$ cat config.mk
export PLATFORM = sky130hd
export DESIGN_NAME = lite_cipher_core
export DESIGN_NICKNAME = d
export VERILOG_FILES = /design/src/rtl/lite_cipher_core.sv
export SDC_FILE = /design/constraint.sdc
export NUM_CORES = 1
export LEC_CHECK = 0
export BUFFER_PORTS_ARGS = -buffer_cell sky130_fd_sc_hd__buf_2
export CAP_MARGIN = 20
export CORE_ASPECT_RATIO = 1.4
export CORE_MARGIN = 4
export CORE_UTILIZATION = 59
export CTS_CLUSTER_DIAMETER = 60
export DETAILED_ROUTE_END_ITERATION = 16
export GPL_ROUTABILITY_DRIVEN = 0
export PLACE_DENSITY_LB_ADDON = 0.12
export SLEW_MARGIN = 20
export SYNTH_ARGS = -nofsm -noshare
export SYNTH_HDL_FRONTEND = slang
export SYNTH_SLANG_ARGS = --single-unit
export TNS_END_PERCENT = 20
$ cat constraint.sdc
create_clock -name clk -period 3.8 [get_ports clk]
set_clock_uncertainty 0.2 [all_clocks]
set_input_delay 0.19 -clock clk [delete_from_list [all_inputs] [get_ports clk]]
set_output_delay 0.19 -clock clk [all_outputs]
set_load 0.05 [all_outputs]
$ cat src/rtl/lite_cipher_core.sv
// lite_cipher_core: iterative rotate/XOR block cipher, one round per clock.
// Valid/ready on both sides, synchronous abort, all outputs registered.
module lite_cipher_core #(
    parameter int DATA_W = 8,
    parameter int ROUNDS = 10,
    parameter int CNT_W  = (ROUNDS > 1) ? $clog2(ROUNDS) : 1
) (
    input  logic              clk,
    input  logic              rst_n,
    input  logic              in_valid,
    output logic              in_ready,
    input  logic [DATA_W-1:0] data_in,
    input  logic [DATA_W-1:0] key_in,
    input  logic              mode,
    input  logic              abort,
    output logic              out_valid,
    input  logic              out_ready,
    output logic [DATA_W-1:0] data_out,
    output logic              busy
);

    typedef enum logic [1:0] {IDLE, RUN, DONE} state_t;

    localparam logic [CNT_W-1:0] LAST_RND = CNT_W'(ROUNDS - 1);

    state_t              state_q;
    logic [DATA_W-1:0]   s_q;
    logic [DATA_W-1:0]   key_q;
    logic                mode_q;
    logic [CNT_W-1:0]    cnt_q;
    logic                in_ready_q;
    logic                out_valid_q;
    logic                busy_q;
    logic [DATA_W-1:0]   data_out_q;

    logic [DATA_W-1:0]   rk;
    logic [DATA_W-1:0]   s_d;
    logic                last_rnd;

    function automatic logic [DATA_W-1:0] rotl1(input logic [DATA_W-1:0] x);
        return {x[DATA_W-2:0], x[DATA_W-1]};
    endfunction

    function automatic logic [DATA_W-1:0] rotr1(input logic [DATA_W-1:0] x);
        return {x[0], x[DATA_W-1:1]};
    endfunction

    // Round datapath: key schedule, one encrypt or decrypt round, last-round detect.
    always_comb begin
        rk       = key_q ^ DATA_W'(cnt_q);
        s_d      = mode_q ? (rotr1(s_q) ^ rk) : rotl1(s_q ^ rk);
        last_rnd = mode_q ? (cnt_q == '0) : (cnt_q == LAST_RND);
    end

    // Control FSM with registered handshake outputs and the round state.
    always_ff @(posedge clk or negedge rst_n) begin
        if (!rst_n) begin
            state_q     <= IDLE;
            s_q         <= '0;
            key_q       <= '0;
            mode_q      <= 1'b0;
            cnt_q       <= '0;
            in_ready_q  <= 1'b1;
            out_valid_q <= 1'b0;
            busy_q      <= 1'b0;
            data_out_q  <= '0;
        end else begin
            case (state_q)
                IDLE: begin
                    // abort has no meaning here; a request is accepted regardless
                    if (in_valid) begin
                        s_q        <= data_in;
                        key_q      <= key_in;
                        mode_q     <= mode;
                        cnt_q      <= mode ? LAST_RND : '0;
                        state_q    <= RUN;
                        in_ready_q <= 1'b0;
                        busy_q     <= 1'b1;
                    end
                end
                RUN: begin
                    if (abort) begin
                        state_q    <= IDLE;
                        in_ready_q <= 1'b1;
                        busy_q     <= 1'b0;
                    end else begin
                        s_q <= s_d;
                        if (last_rnd) begin
                            // counter parks on its final value instead of wrapping
                            state_q     <= DONE;
                            data_out_q  <= s_d;
                            out_valid_q <= 1'b1;
                        end else if (mode_q) begin
                            cnt_q <= cnt_q - CNT_W'(1);
                        end else begin
                            cnt_q <= cnt_q + CNT_W'(1);
                        end
                    end
                end
                DONE: begin
                    if (abort || out_ready) begin
                        state_q     <= IDLE;
                        out_valid_q <= 1'b0;
                        in_ready_q  <= 1'b1;
                        busy_q      <= 1'b0;
                    end
                end
                default: begin
                    state_q     <= IDLE;
                    out_valid_q <= 1'b0;
                    in_ready_q  <= 1'b1;
                    busy_q      <= 1'b0;
                end
            endcase
        end
    end

    assign in_ready  = in_ready_q;
    assign out_valid = out_valid_q;
    assign busy      = busy_q;
    assign data_out  = data_out_q;

endmodule

# Word level (Yosys, flattened, before mapping)
# Cells that the tools add are included.
# W data, S select, Z words.
# op_classes
n_addsub	2
eq_ne	10
mux	27
bitwise_logic	5
n_reduce_logical	11
# op_table
op	n
$mux W8	3
$mux W4	5
$pmux W8 S2	1
$xor A8 B8 Y8	2
$ne A2 B2 Y1 const B	6
$reduce_and A3 Y1	4
$mux W1	9
$pmux W1 S3	3
$mux W2	4
$pmux W4 S2	1
$reduce_and A4 Y1	2
$xor A8 B4 Y8	1
$pmux W2 S3	1
$add A4 B1 Y4 const B	1
$eq A4 B4 Y1 const B	1
$logic_not A4 Y1	1
$sub A4 B1 Y4 const B	1
$ne A3 B3 Y1 const B	1
$eq A2 B1 Y1 const B	1
$eq A2 B2 Y1 const B	1
$logic_not A2 Y1	1
$not A1 Y1	2
$reduce_and A2 Y1	1
$reduce_bool A2 Y1	1
$logic_or A1 B1 Y1	1
# word_totals
register_bits	34
in_bits	22

# Longest topological paths before layout
# Gate-level depths: netlist of the first run.
# logic_depth
depth_word	5
ltp_mapped	7
ltp_nobuf	6

# Worst setup path after synthesis of the first run
# No wires, ideal clock.
# synth_path
path_kind	register -> register
from	register mode_q
to	register data_out_q[5], in the netlist data_out[5]
setup_ns	0.125
arrival_ns	1.492
t_required_ns	3.475
setup_slack_ns	1.983
path_stages_with_launch	7
path_cell_list	dfrtp_1 -> buf_6 -> nor3b_2 -> o211ai_4 -> nor2_2 -> buf_6 -> mux2_4
# synth_via
elab_chain_len	2
elab_cells_between_ends	3
# synth_lines
item	line	source
start, declared	29	logic mode_q;
start signal, assigned	74	mode_q <= mode;
$mux W1	52	last_rnd = mode_q ? (cnt_q == '0) : (cnt_q == LAST_RND);
$reduce_and A3 Y1 (no source line)	n/a	
end signal, assigned	66	data_out_q <= '0;
end signal, assigned	91	data_out_q <= s_d;
end, declared	34	logic [DATA_W-1:0] data_out_q;
# Parallel ways exist; a longest one is shown, timed or not.
# A chain may end at the register's enable or synchronous reset.

# Final worst setup path of the first run
# layout_path
from	register mode_q
to	register data_out_q[7], in the netlist data_out[7]
# The elaborated chain is that of the path after synthesis.

==> results of run 1 <==
flip-flops by register name (all words and copies together) (netlist names):
| name | count |
|---|---|
| mode_q | 1 |
| in_ready | 1 |
| data_out | 8 |
| cnt_q | 4 |
| s_q | 8 |
| out_valid | 1 |
| key_q | 8 |
| busy | 1 |
| state_q | 2 |
power by group through the flow:
stage               Combinational, mW  Clock (mW)  Sequential [mW]
global route                     1.24       0.306            0.761
global placement                 1.09           0            0.730
detailed placement               1.12           0            0.743
finish                           1.13       0.276            0.733
CTS                              1.15       0.286            0.736
floorplan                       0.749           0            0.877
cell usage in the layout, fill, tap and decap left out, types with 2 or more instances in the layout:
master	Yosys	layout
o31ai_1	2	2
mux2i_1	4	4
nand2b_1	3	3
o221ai_1	4	4
nand2_1	23	23
o22ai_1	2	2
a21o_1	3	3
dfrtp_1	33	33
dlygate4sd3_1	0	15
xnor2_1	12	12
o21ai_0	12	12
nor2_1	8	8
clkbuf_8	0	6
a21oi_1	8	8
inv_1	3	3
mux2_4	2	2
ha_1	2	2
buf_2	3	32
mux2_2	11	11
xor2_1	10	10
layout make-up:
type                            instances  area (µm²)  share of cell area, %
Multi-Input combinational cell        122       883.3                  40.05
Sequential cell                        34       852.1                  38.63
Timing Repair Buffer                   48       317.8                  14.41
Clock buffer                            6       82.58                  3.744
Tap cell                               37       46.29                  2.099
Clock inverter                          2       12.51                 0.5672
Inverter                                3       11.26                 0.5105
worst max-delay path: stages, from the launching register on:
cell,delay (ns)
dfrtp_1,0.75
nor3b_2,0.34
o211ai_4,0.13
nor2_2,0.44
mux2_2,0.40
layer usage:
metal | track usage, % | part of all wire [%] | vias to the layer above
met5 | 0 | 0 | -
met3 | 5.477 | 4.2 | 7
met1 | 23.47 | 40 | 647
met4 | 7.479 | 1.2 | 0
met2 | 37.37 | 55 | 28
li1 | - | - | 667
cells by family after synthesis:
family                     Yosys count  synth area share (%)
and+or+nand+nor                     42                 11.10
AOI/OAI and AO/OA                   38                 13.95
DFF                                 34                 47.26
xor gates and xnor gates            22                 10.69
muxes                               17                 10.76
buffers and inverters               11                 3.747
adders and majority gates            3                 2.498
path summary, 6_finish.rpt:
path	from	to	slack, ns	cells after the start
worst min-delay path	data_in[6]	s_q[6]	0.003	3
worst min register to register	in_ready	in_ready	0.26	2
worst max-delay path	mode_q	data_out[7]	1.43	4
worst max register to register	mode_q	data_out[7]	1.43	4
min in group asynchronous	rst_n	data_out[1]	0.32	2
max in group asynchronous	rst_n	key_q[0]	2.60	2
per-stage QoR:
| step | hold WS (ns) | instance area, µm² | util [%] |
|---|---|---|---|
| after global placement | 0.09074 | 1961 | 67.46 |
| final | 0.003448 | 2206 | 75.89 |
| after global routing | 0.02100 | 2206 | 75.89 |
| after CTS | 0.001493 | 2206 | 75.89 |
| after floorplan | -0.3056 | 1803 | - |
| after detailed placement | 0.09918 | 1961 | 67.46 |
==> metrics.cfg, run 1 <==
[run_status]
status = finished clean

[cts]
cts_tree = done
htreeDepth = 2
holdBufCountCts = 15
post-cts-setup-buffers = 0
cts-resized-gates = 0
clock_sinks = 34
clkLatencyLatePin_ns = 0.29
clockBufferDepth = 2
root_buffer = clkbuf_8
clk_pin_slew_worst_paths_ns = 0.07
numCtsBuffers = 5

[setup_path]
crit_type = register to register
startpoint_type = register
path_max_fanout = 23
setup.worst_path.end_class = register
cp.arrival_ns = 2.34
required_ns = 3.77

[logic_synthesis]
yosysWarnings = 0
netlist_instances = 167
ys_types = 37
synthFlopType = dfrtp_1
synth_edf_count = 0
syn_avg_cell_area_um2 = 10.80
syn-cell-area_um2 = 1803
async_flop_share_pct = 100.0
yosys.area.top_type = dfrtp_1
synth_top_area_share_pct = 45.80
synth.area.top_cells = dfrtp_1, mux2_2, xnor2_1
ys_seq_area_share_pct = 47.26
syn_nets = 192
yosysMostFrequentCell = dfrtp_1
synth-seq-cells = 34
synth_commonest_cells = dfrtp_1, nand2_1, o21ai_0, xnor2_1, mux2_2

[power]
power.density_nw_per_um2 = 971.2
peakVddDrop_mv = 0.5940
internal_power_mw = 1.156
p_total_mw = 2.142
clock_power_share_pct = 12.9
p_comb_share_pct = 52.9
p_seq_share_pct = 34.2
p_switching_mw = 0.9868
leakagePower_nw = 1.005
switching_share_pct = 46.06

[floorplanning]
coreArea_um2 = 2907
die_area_um2 = 4017
io_pins = 33
die_w_um = 54.72
fp.dieH_um = 73.41
rows = 23
initial_core_util_pct = 62.03

[sta]
hold_viol_final = 0
timing.fmax_ghz = 0.4219
report.final.slew_viol_count = 0
setup_ws_ns = 1.430
fin_crit_ns = 2.370
finalSetupViolCount = 0
rsz0062_at_grt = no
tns_ns = 0
period_share_pct = 62.37
maxSlewHeadroom_pct = 49.38
tightest_slew_ns = 0.7594

[drt]
vias_per_cell = 5.353
firstDrtPassIters = 4
wl_per_cell_um = 15.01
antenna_left = 0
drc = 0
initialDrtViolationCount = 40
vias = 1349
routed_wl_um = 3783

[placement]
post-place-ws_ns = 1.443
numPlacedInstances = 229
dp_hpwl_um = 2780
numPortBuffers = 32

[hold_path]
hp-class = input port to register

[job]
maxCapViolations = 0

[final_layout]
fill_cells = 207
fin_nets = 239
num_antenna_cells = 0
drive_gt1_share_pct = 28.37
fin_cells = 252
syn_to_final_growth_pct = 22.35

[grt]
grt_max_degree = 35
grt_usage_pct = 21.16
grt-ovfl-total = 0
grt_pass1_wl_um = 5961
antenna_found_initial = 0
grt_pass1_vias = 1315

Power figures use the tool's default switching activity.
==> inputs of run 2 (changes only) <==
--- a/config.mk
+++ b/config.mk
@@ -9,7 +9,7 @@
 export CAP_MARGIN = 20
 export CORE_ASPECT_RATIO = 1.4
 export CORE_MARGIN = 4
-export CORE_UTILIZATION = 59
+export CORE_UTILIZATION = 49
 export CTS_CLUSTER_DIAMETER = 60
 export DETAILED_ROUTE_END_ITERATION = 16
 export GPL_ROUTABILITY_DRIVEN = 0
==> constraint.sdc (replaced) <==
create_clock -name clk -period 2.1 [get_ports clk]
set_clock_uncertainty 0.2 [all_clocks]
set_input_delay 0.105 -clock clk [delete_from_list [all_inputs] [get_ports clk]]
set_output_delay 0.105 -clock clk [all_outputs]
set_load 0.05 [all_outputs]
==> metrics.cfg, run 2 (synthesized netlist as in run 1, its figures left out) <==
[run_status]
status = finished clean

[sta]
rsz0062_at_grt = no
fin_crit_ns = 1.928
finalSetupViolCount = 0
timing.fmax_ghz = 0.5188
report.final.slew_viol_count = 0
period_share_pct = 91.79
maxSlewHeadroom_pct = 49.82
hold_viol_final = 0
tightest_slew_ns = 0.7527
tns_ns = 0

[cts]
cts_tree = done
numCtsBuffers = 5
clk_pin_slew_worst_paths_ns = 0.07
root_buffer = clkbuf_8
clkLatencyLatePin_ns = 0.28
htreeDepth = 2
post-cts-setup-buffers = 0
clock_sinks = 34
clockBufferDepth = 2

[floorplanning]
initial_core_util_pct = 51.93
fp.dieH_um = 79.77
die_w_um = 59.27
rows = 25
die_area_um2 = 4728
coreArea_um2 = 3472
io_pins = 33

[placement]
numPortBuffers = 32
dp_hpwl_um = 2734

[power]
leakagePower_nw = 1.051
peakVddDrop_mv = 0.9547
power.density_nw_per_um2 = 1705

[drt]
drc = 0
wl_per_cell_um = 14.69
top_layer = met4
vias_per_cell = 5.287
firstDrtPassIters = 4
wl_met1_um = 1556
initialDrtViolationCount = 57
antenna_left = 0
met2_length_um = 2145
routed_wl_um = 3894
vias = 1401
met3_length_um = 166

[setup_path]
path_max_fanout = 8
required_ns = 2.07
setup.worst_path.end_class = register
cp.arrival_ns = 1.90
crit_type = register to register
ff2ff_setup_slack_ns = 0.17
startpoint_type = register

[final_layout]
syn_to_final_growth_pct = 27.27
mostFrequentLayoutCells = dfrtp_1, buf_2, nand2_1, dlygate4sd3_1
num_antenna_cells = 0
fin_nets = 249
fin_util_pct = 66.09
drive_gt1_share_pct = 29.33

[grt]
grt_pass1_vias = 1515
grt_pass1_wl_um = 6803
antenna_found_initial = 0
grt_usage_pct = 19.22
grt-ovfl-total = 0
grt_max_degree = 35

[job]
maxCapViolations = 0

[hold_path]
hp-class = input port to register

==> run 2: cell count changes in the layout (fill, tap and decap cells not counted), sizes merged <==
cell / previous run / this run
buf: 33 / 38
dlygate4sd3: 15 / 20
clkinvlp: 1 / 0
clkbuf: 6 / 7
==> run 2: report_power, final <==
group | switching, mW | total (mW) | internal [mW]
registers | 0.317 | 1.30 | 0.979
logic | 1.22 | 2.12 | 0.903
clock network | 0.232 | 0.497 | 0.264
==> run 2: layer usage <==
metal / GRT usage [%] / vias up
li1: - / 682
met1: 21.69 / 684
met2: 33.70 / 33
met3: 5.016 / 2
met4: 7.029 / 0
met5: 0 / -
==> run 2: through the flow <==
stage / instance area [µm²] / power, mW / setup WS, ns / hold slack, ns / instances
floorplan: 1803 / 2.941 / 0.2827 / -0.3906 / 167
global placement: 2002 / 3.330 / 0.2249 / 0.01297 / 237
detailed placement: 2002 / 3.409 / 0.1638 / 0.01617 / 237
CTS: 2293 / 3.948 / 0.1490 / 0.05423 / 265
global route: 2295 / 4.233 / 0.04559 / 0.06104 / 265
finish: 2295 / 3.912 / 0.1725 / 0.06209 / 265
==> run 2: cell type report <==
| class | count | area [µm²] |
|---|---|---|
| Fill cell | 284 | 1177 |
| Clock buffer | 7 | 86.33 |
| Multi-Input combinational cell | 122 | 883.3 |
| Timing Repair Buffer | 58 | 405.4 |
| Sequential cell | 34 | 853.3 |
| Tap cell | 40 | 50.05 |
| Clock inverter | 1 | 5.005 |
| Inverter | 3 | 11.26 |
==> run 2: final timing paths <==
path                               end      start  cells after the start
max                           cnt_q[3]     mode_q                      6
max in group asynchronous       mode_q      rst_n                      2
min                          out_valid  out_ready                      4
min in group asynchronous  data_out[3]      rst_n                      2
max reg2reg                   cnt_q[3]     mode_q                      6
min reg2reg                   in_ready   in_ready                      2
==> run 2: timing repair <==
item                                   in CTS  in global routing
endpoints found under the hold margin      53                  0
hold buffers                               20                  0
setup endpoints to repair                   0                  1
resized for setup                           0                  1
==> run 2: critical path, stage by stage (launching register included) <==
cell	delay [ns]
dfrtp_2	0.47
ha_1	0.31
a21o_1	0.17
a21oi_1	0.17
xnor2_1	0.17
a31oi_1	0.12
o22a_1	0.20
